[src/rtl/hazard_sequencer_if.sv]
// Signal bundle between the pipeline and the hazard sequencer: decode/execute fields and
// mdu_done in, stall/flush strobes and the multi-cycle unit handshake out.
interface hazard_sequencer_if;
    logic [4:0] rs1_D;
    logic [4:0] rs2_D;
    logic [4:0] rd_E;
    logic [1:0] ResultSrc_E;
    logic [1:0] PCSrc_E;
    logic       MulDiv_E;
    logic       mdu_done;
    logic       Stall_F;
    logic       Stall_D;
    logic       Stall_E;
    logic       Flush_D;
    logic       Flush_E;
    logic       Flush_M;
    logic       mdu_start;
    logic       mdu_timeout;
    logic       mdu_busy;

    // The hazard sequencer itself.
    modport master (
        input  rs1_D, rs2_D, rd_E, ResultSrc_E, PCSrc_E, MulDiv_E, mdu_done,
        output Stall_F, Stall_D, Stall_E, Flush_D, Flush_E, Flush_M,
        output mdu_start, mdu_timeout, mdu_busy
    );

    // The pipeline and multi-cycle unit side.
    modport slave (
        output rs1_D, rs2_D, rd_E, ResultSrc_E, PCSrc_E, MulDiv_E, mdu_done,
        input  Stall_F, Stall_D, Stall_E, Flush_D, Flush_E, Flush_M,
        input  mdu_start, mdu_timeout, mdu_busy
    );
endinterface

[src/rtl/hazard_sequencer.sv]
// Pipeline hazard controller: load-use stalls, redirect flushes and multi-cycle EX sequencing.
// Define HAZARD_PERF_CNT_EN to add the stall_cycles / flush_events performance counters.
module hazard_sequencer #(
    parameter int unsigned MDU_MAX_CYCLES = 64,
    parameter int unsigned CNT_W          = 7
) (
    input  logic               clk,
    input  logic               rst,
`ifdef HAZARD_PERF_CNT_EN
    output logic [31:0]        stall_cycles,
    output logic [31:0]        flush_events,
`endif
    hazard_sequencer_if.master hz
);

    typedef enum logic [1:0] {StIdle, StBusy, StDone} state_e;

    localparam logic [CNT_W-1:0] CntLast = CNT_W'(MDU_MAX_CYCLES - 1);
    localparam logic [CNT_W-1:0] CntSat  = '1;

    state_e           state_q, state_d;
    logic [CNT_W-1:0] cnt_q, cnt_d;
    logic             timeout_q, timeout_d;
    logic             lw_hazard;
    logic             redirect;
    logic             cnt_expired;

    assign lw_hazard = (hz.ResultSrc_E == 2'b01) && (hz.rd_E != 5'd0) &&
                       ((hz.rd_E == hz.rs1_D) || (hz.rd_E == hz.rs2_D));
    assign redirect    = |hz.PCSrc_E;
    assign cnt_expired = (cnt_q == CntLast);

    always_ff @(posedge clk) begin
        if (rst) begin
            state_q   <= StIdle;
            cnt_q     <= '0;
            timeout_q <= 1'b0;
        end else begin
            state_q   <= state_d;
            cnt_q     <= cnt_d;
            timeout_q <= timeout_d;
        end
    end

    always_comb begin : next_state
        state_d   = state_q;
        cnt_d     = cnt_q;
        timeout_d = 1'b0;
        unique case (state_q)
            StIdle: begin
                if (hz.MulDiv_E && !redirect) begin
                    state_d = StBusy;
                    cnt_d   = '0;
                end
            end
            StBusy: begin
                if (cnt_q != CntSat) begin
                    cnt_d = cnt_q + CNT_W'(1);
                end
                // A done on the expiry cycle wins: no timeout pulse.
                if (hz.mdu_done || cnt_expired) begin
                    state_d   = StDone;
                    timeout_d = !hz.mdu_done;
                end
            end
            StDone:  state_d = StIdle;
            default: state_d = StIdle;
        endcase
    end

    always_comb begin : outputs
        hz.Stall_F     = 1'b0;
        hz.Stall_D     = 1'b0;
        hz.Stall_E     = 1'b0;
        hz.Flush_D     = 1'b0;
        hz.Flush_E     = 1'b0;
        hz.Flush_M     = 1'b0;
        hz.mdu_start   = 1'b0;
        hz.mdu_timeout = 1'b0;
        hz.mdu_busy    = 1'b0;
        if (!rst) begin
            unique case (state_q)
                StIdle: begin
                    // Redirect first: a dependent instruction in ID is flushed anyway.
                    if (redirect) begin
                        hz.Flush_D = 1'b1;
                        hz.Flush_E = 1'b1;
                    end else if (hz.MulDiv_E) begin
                        hz.mdu_start = 1'b1;
                        hz.Stall_F   = 1'b1;
                        hz.Stall_D   = 1'b1;
                        hz.Stall_E   = 1'b1;
                        hz.Flush_M   = 1'b1;
                    end else if (lw_hazard) begin
                        hz.Stall_F = 1'b1;
                        hz.Stall_D = 1'b1;
                        hz.Flush_E = 1'b1;
                    end
                end
                StBusy: begin
                    hz.Stall_F  = 1'b1;
                    hz.Stall_D  = 1'b1;
                    hz.Stall_E  = 1'b1;
                    hz.Flush_M  = 1'b1;
                    hz.mdu_busy = 1'b1;
                end
                StDone:  hz.mdu_timeout = timeout_q;
                default: ;
            endcase
        end
    end

`ifdef HAZARD_PERF_CNT_EN
    always_ff @(posedge clk) begin
        if (rst) begin
            stall_cycles <= '0;
            flush_events <= '0;
        end else begin
            if (hz.Stall_F) begin
                stall_cycles <= stall_cycles + 32'd1;
            end
            if (hz.Flush_D) begin
                flush_events <= flush_events + 32'd1;
            end
        end
    end
`endif

endmodule

[src/flat_wrapper.sv]
// flat-port wrapper written by rule: the top's interface ports become plain ports
module hazard_sequencer_flat 
#(
    parameter int unsigned MDU_MAX_CYCLES = 64,
    parameter int unsigned CNT_W          = 7
)
  (clk, rst, hz_rs1_D, hz_rs2_D, hz_rd_E, hz_ResultSrc_E, hz_PCSrc_E, hz_MulDiv_E, hz_mdu_done, hz_Stall_F, hz_Stall_D, hz_Stall_E, hz_Flush_D, hz_Flush_E, hz_Flush_M, hz_mdu_start, hz_mdu_timeout, hz_mdu_busy);
  hazard_sequencer_if hz_i ();
  input  logic clk;
  input  logic rst;
  input wire logic [$bits(hz_i.rs1_D)-1:0] hz_rs1_D;
  input wire logic [$bits(hz_i.rs2_D)-1:0] hz_rs2_D;
  input wire logic [$bits(hz_i.rd_E)-1:0] hz_rd_E;
  input wire logic [$bits(hz_i.ResultSrc_E)-1:0] hz_ResultSrc_E;
  input wire logic [$bits(hz_i.PCSrc_E)-1:0] hz_PCSrc_E;
  input wire logic [$bits(hz_i.MulDiv_E)-1:0] hz_MulDiv_E;
  input wire logic [$bits(hz_i.mdu_done)-1:0] hz_mdu_done;
  output wire logic [$bits(hz_i.Stall_F)-1:0] hz_Stall_F;
  output wire logic [$bits(hz_i.Stall_D)-1:0] hz_Stall_D;
  output wire logic [$bits(hz_i.Stall_E)-1:0] hz_Stall_E;
  output wire logic [$bits(hz_i.Flush_D)-1:0] hz_Flush_D;
  output wire logic [$bits(hz_i.Flush_E)-1:0] hz_Flush_E;
  output wire logic [$bits(hz_i.Flush_M)-1:0] hz_Flush_M;
  output wire logic [$bits(hz_i.mdu_start)-1:0] hz_mdu_start;
  output wire logic [$bits(hz_i.mdu_timeout)-1:0] hz_mdu_timeout;
  output wire logic [$bits(hz_i.mdu_busy)-1:0] hz_mdu_busy;
  assign hz_i.rs1_D = hz_rs1_D;
  assign hz_i.rs2_D = hz_rs2_D;
  assign hz_i.rd_E = hz_rd_E;
  assign hz_i.ResultSrc_E = hz_ResultSrc_E;
  assign hz_i.PCSrc_E = hz_PCSrc_E;
  assign hz_i.MulDiv_E = hz_MulDiv_E;
  assign hz_i.mdu_done = hz_mdu_done;
  assign hz_Stall_F = hz_i.Stall_F;
  assign hz_Stall_D = hz_i.Stall_D;
  assign hz_Stall_E = hz_i.Stall_E;
  assign hz_Flush_D = hz_i.Flush_D;
  assign hz_Flush_E = hz_i.Flush_E;
  assign hz_Flush_M = hz_i.Flush_M;
  assign hz_mdu_start = hz_i.mdu_start;
  assign hz_mdu_timeout = hz_i.mdu_timeout;
  assign hz_mdu_busy = hz_i.mdu_busy;
  hazard_sequencer #(.MDU_MAX_CYCLES(MDU_MAX_CYCLES), .CNT_W(CNT_W)) u_core (.clk(clk), .rst(rst), .hz(hz_i));
endmodule
[config.mk]
export PLATFORM = sky130hd
export DESIGN_NAME = hazard_sequencer_flat
export DESIGN_NICKNAME = d
export VERILOG_FILES = /design/src/rtl/hazard_sequencer_if.sv /design/src/rtl/hazard_sequencer.sv /design/src/flat_wrapper.sv
export SDC_FILE = /design/constraint.sdc
export NUM_CORES = 1
export LEC_CHECK = 0
export CORE_MARGIN = 2
export CORE_UTILIZATION = 50
export DETAILED_ROUTE_END_ITERATION = 7
export DONT_BUFFER_PORTS = 1
export PLACE_DENSITY = 0.66
export SYNTH_ARGS = -nofsm -noshare
export SYNTH_HDL_FRONTEND = slang
export SYNTH_SLANG_ARGS = --single-unit
[constraint.sdc]
create_clock -name clk -period 1.6 [get_ports clk]
set_input_delay 0.24 -clock clk [delete_from_list [all_inputs] [get_ports clk]]
set_output_delay 0.24 -clock clk [all_outputs]
set_load 0.03 [all_outputs]
Word-level counts from Yosys, hierarchy flattened
Cells that the tools add are included.
{"block": "totals", "in_bits": 23, "reg_bits": 10, "elab_cells": 58}
{"block": "op_classes", "n_eq_ne": 10, "bitwise_logic": 2, "mux": 28, "n_reduce_logical": 14, "addsub": 1}
{"operator": "two-way mux 1 bit", "n": 20}
{"operator": "two-way mux 7 bit", "n": 2}
{"operator": "case mux 7 bit (2 select lines)", "n": 1}
{"operator": "== test 5 bit", "n": 2}
{"operator": "adder 7 x 1 -> 7 bit (second input constant)", "n": 1}
{"operator": "== test 7 x 6 -> 1 bit (second input constant)", "n": 1}
{"operator": "inequality test 7 bit (second input constant)", "n": 1}
{"operator": "inequality test 2 x 1 -> 1 bit (second input constant)", "n": 3}
{"operator": "nonzero test 5 bit", "n": 1}
{"operator": "== test 2 x 1 -> 1 bit (second input constant)", "n": 2}
{"operator": "two-way mux 2 bit", "n": 2}
{"operator": "case mux 1 bit (2 select lines)", "n": 2}
{"operator": "case mux 2 bit (2 select lines)", "n": 1}
{"operator": "logical AND 1 bit", "n": 3}
{"operator": "AND reduction 3 bit", "n": 1}
{"operator": "OR reduction 3 bit", "n": 1}
{"operator": "== test 2 bit (second input constant)", "n": 1}
{"operator": "logical NOT 1 bit", "n": 2}
{"operator": "logical NOT 2 bit", "n": 1}
{"operator": "logical OR 1 bit", "n": 2}
{"operator": "inverter 1 bit", "n": 2}
{"operator": "AND reduction 2 bit", "n": 1}
{"operator": "nonzero test 2 bit", "n": 1}
{"operator": "OR reduction 2 bit", "n": 1}

Logic depth before layout (Yosys ltp)
{"block": "logic_depth", "ltp_word": 8, "ltp_mapped": 5}

Worst setup path after synthesis
OpenSTA, ideal clock, no wires.
{"block": "synth_path", "path_type": "input port to output port", "from": "in hz_PCSrc_E[1]", "to": "out hz_Stall_F", "path_buffers": 1, "cell_stages": 5, "arrival_time_ns": 1.957, "setup_slack_ns": -0.597, "required_time_ns": 1.360, "cell_sequence": "nor2_1 a21oi_1 nor3_1 o21bai_1 buf_4"}
{"block": "synth_via", "elab_chain_len": 4}
{"element": "from (decl)", "line_no": "flat_wrapper.sv:15", "text": "input wire logic [$bits(hz_i.PCSrc_E)-1:0] hz_PCSrc_E;"}
{"element": "OR reduction 2 bit", "line_no": "hazard_sequencer.sv:30", "text": "assign redirect = |hz.PCSrc_E;"}
{"element": "two-way mux 1 bit"}
{"element": "case mux 1 bit (2 select lines)"}
{"element": "two-way mux 1 bit"}
{"element": "to (decl)", "line_no": "flat_wrapper.sv:18", "text": "output wire logic [$bits(hz_i.Stall_F)-1:0] hz_Stall_F;"}
Every way passes these cells.

Final worst setup path
{"block": "layout_path", "from": "reg u_core.state_q[1]", "to": "out hz_Stall_D"}
{"block": "layout_via", "elab_chain_len": 3, "elab_cells_between_ends": 4}
{"element": "from (decl)", "line_no": "hazard_sequencer.sv:21", "text": "state_e state_q, state_d;"}
{"element": "from (signal assigned)", "line_no": "hazard_sequencer.sv:35", "text": "state_q <= StIdle;"}
{"element": "from (signal assigned)", "line_no": "hazard_sequencer.sv:39", "text": "state_q <= state_d;"}
{"element": "== test 2 x 1 -> 1 bit / logical NOT 2 bit (equally long branches)", "line_no": "hazard_sequencer.sv:82", "text": "unique case (state_q)"}
{"element": "case mux 1 bit (2 select lines) (*)", "line_no": "hazard_sequencer.sv:82"}
{"element": "two-way mux 1 bit (*)", "line_no": "hazard_sequencer.sv:81", "text": "if (!rst) begin"}
{"element": "to (decl)", "line_no": "flat_wrapper.sv:19", "text": "output wire logic [$bits(hz_i.Stall_D)-1:0] hz_Stall_D;"}
Every way passes the cells marked *; elsewhere a longest branch is shown, timed or not.

==> flow_summary.ini <==
[finish]
syn2layout_area_growth_pct = 32.34
final_layout_fill_cell_count = 106
fin_util = 0.6933
layout.cells.most_common_list = 11 x xor2_1, 10 x nor2_1, 10 x buf_4, 7 x dfxtp_1
final_layout_size_suffix_gt1_frac = 0.3913
mostFrequentLayoutCell = xor2_1
insertedDiodeCount = 0
final_cell_area_um2 = 890.9
nNetsFinal = 118

[worst_setup_path]
worst-path-buf-inv = 1
cp-start-kind = register
crit_path_max_fanout = 2
critical-path-max-stage-delay_ns = 0.35
critical_path_cell_by_cell = nor4b_2 > o21ai_1 > or3_4 > o21bai_4 > buf_12
cp_slowest_cell = or3_4
reg2reg_depth = 5
critical_path_depth = 5
cp_delay_by_family_top = simple AND/OR/NAND/NOR gates
criticalPathCategory = register to output port
end_kind = output port
arrival_worst_endpoint_ns = 1.56
required_ns = 1.36

[yosys]
syn_nets = 104
leading_area_contributor_after_synthesis = dfxtp_1
synth-warning-count = 0
synth_top_area_frac = 0.2974
synth_enable_flop_cells = 0
synth_area_leaders = dfxtp_1 30%, xor2_1 14%, nor2_1 6.1%
synth-async-reset-ratio = 0
mappedNetlistArea_um2 = 673.1
yosysUniqueCellTypes = 34
syn_avg_cell_area_um2 = 8.414
synthFlopType = dfxtp_1
synthCells = 80
post_synthesis_sequential_element_count = 10
synth_sequential_area_ratio = 0.2974

[clock_network]
cts_hold_buffers = 0
numCtsBuffers = 3
numClockSinks = 10
clock_tree.buffer_depth = 2
clk_latency_ns = 0.27
clockRootBuffer = clkbuf_4
tritoncts_clock_tree = built
clk_pin_slew_ns = 0.06
cts.htree.levels = 1

[die]
dieHeight_um = 40.69
initial_utilization = 0.5239
placementRows = 13
die_area_um2 = 1656
coreArea_um2 = 1285
die_w_um = 40.69
boundaryPins = 32

[drt]
drt_iter0_drc = 15
wl_per_cell_um = 15.89
dr.pass1.iters = 4
drc = 0
route.antenna.remaining_nets = 0
via_per_inst = 6.224
total_wirelength_um = 1700
num_vias = 666

[sta]
rsz0062_at_grt = true
clock_period_minus_final_worst_setup_slack_ns = 1.795
maxSlewHeadroom = 0.6708
timing.final.hold_violations = 0
fmax_mhz = 557.1
timing.final.crit_share = 1.122
hold_slack_ns = 0.03882
final_max_slew_viol_count = 0
setup_ws_ns = -0.1951
clock_skew_ns = 0.002201
worst_slew_pin_slew_ns = 0.4939
timing.final.setup_violations = 3

[pwr]
combPwrFrac = 0.206
static-leakage-power_uw = 0.0003129
sw_frac_of_total = 0.2755
sequentialPowerShare = 0.474
power.ir.vdd_worst_mv = 0.4235
power.share.clock = 0.320
internal_power_uw = 390.3
reported_net_switching_power_uw = 148.4
powerDensity_nw_per_um2 = 604.8

[job]
cap_viol_max_count = 0

[placed_design]
port-buffer-count = 0
globalplace.congestion = 0.7944
place_ws_ns = 0.005974
detailed_place_hpwl_um = 1206
detailed_place.area_um2 = 815.8

[global_routing]
grtUsageTotal = 0.2338
antenna_found_initial = 0
grt_pass1_vias = 582
global_route_wire_length_before_repair_um = 2442
grt_start_max_net_pins = 12
globalRouteOverflowTotal = 0

[worst_hold_path]
worstHoldPathCells = 1
hold_path.class = input pin to register

[run_status]
failing_checks = setup timing
status = complete, but fails checks
synth_stat cells, types with 2 or more instances:
| library cell | number |
|---|---|
| nor2_1 | 11 |
| a21oi_1 | 3 |
| buf_4 | 2 |
| nand3_1 | 4 |
| nor3_1 | 4 |
| or3_2 | 3 |
| nand2_1 | 3 |
| o21bai_1 | 2 |
| or4_1 | 2 |
| dfxtp_1 | 10 |
| o21ai_0 | 3 |
| xor2_1 | 11 |
sequential cells by signal (all words and copies together), names as in the netlist:
name and count:
u_core.timeout_q 1, u_core.state_q 2, u_core.cnt_q 7
power by group through the flow:
stage          Clock [uW]  Combinational [uW]  Sequential, uW
4_1_cts               178                 109             254
3_3_place_gp            0                 102             260
2_1_floorplan           0                83.2             260
5_1_grt               192                 120             256
6_report              172                 111             255
3_5_place_dp            0                 103             260
path summary, 6_finish.rpt:
kind	endpoint	startpoint	slack [ns]
max	hz_Stall_D	u_core.state_q[1]$_SDFFE_PP0P_	-0.20
min	u_core.cnt_q[6]$_SDFFE_PP0P_	rst	0.04
max reg2reg	u_core.cnt_q[3]$_SDFFE_PP0P_	u_core.cnt_q[1]$_SDFFE_PP0P_	0.01
min reg2reg	u_core.cnt_q[5]$_SDFFE_PP0P_	u_core.cnt_q[5]$_SDFFE_PP0P_	0.48
metrics by stage:
stage	power [uW]	instances	TNS [ns]
after CTS	542.1	107	-0.5586
after detailed placement	363.2	103	0
after global placement	361.9	103	0
after global routing	567.6	107	-0.8575
final	538.8	107	-0.5819
after floorplan	343.6	80	-0.1653
layer usage:
metal,part of all wire,track usage,vias to the layer above
met5,0,0,-
met1,0.39,0.2625,302
li1,-,-,321
met3,0.072,0.07065,11
met4,0.045,0.1250,0
met2,0.49,0.3929,32
cells by family after synthesis:
| family | share of synthesized area |
|---|---|
| XOR/XNOR | 0.1561 |
| flip-flops | 0.2974 |
| buffers and inverters | 0.03344 |
| adder cells (fa/ha/maj) | 0.01858 |
| AND/OR/NAND/NOR | 0.2993 |
| AO/OA/AOI/OAI | 0.1952 |
timing repair:
item,4_1_cts,5_1_grt
endpoints found under the setup margin,4,7
resized for setup,5,5
setup buffers,1,0
hold endpoints to repair,0,0
pin swaps,2,1
layout make-up:
type	count	area, um2	share of cell area
flip-flops and latches	10	203.9	0.2289
clock buffers	3	22.52	0.02528
inverters	1	3.754	0.004213
multi-input cells	66	535.5	0.6011
repair buffers	12	106.4	0.1194
well taps	15	18.77	0.02107
Note: power is estimated with default switching activity, not from simulation.
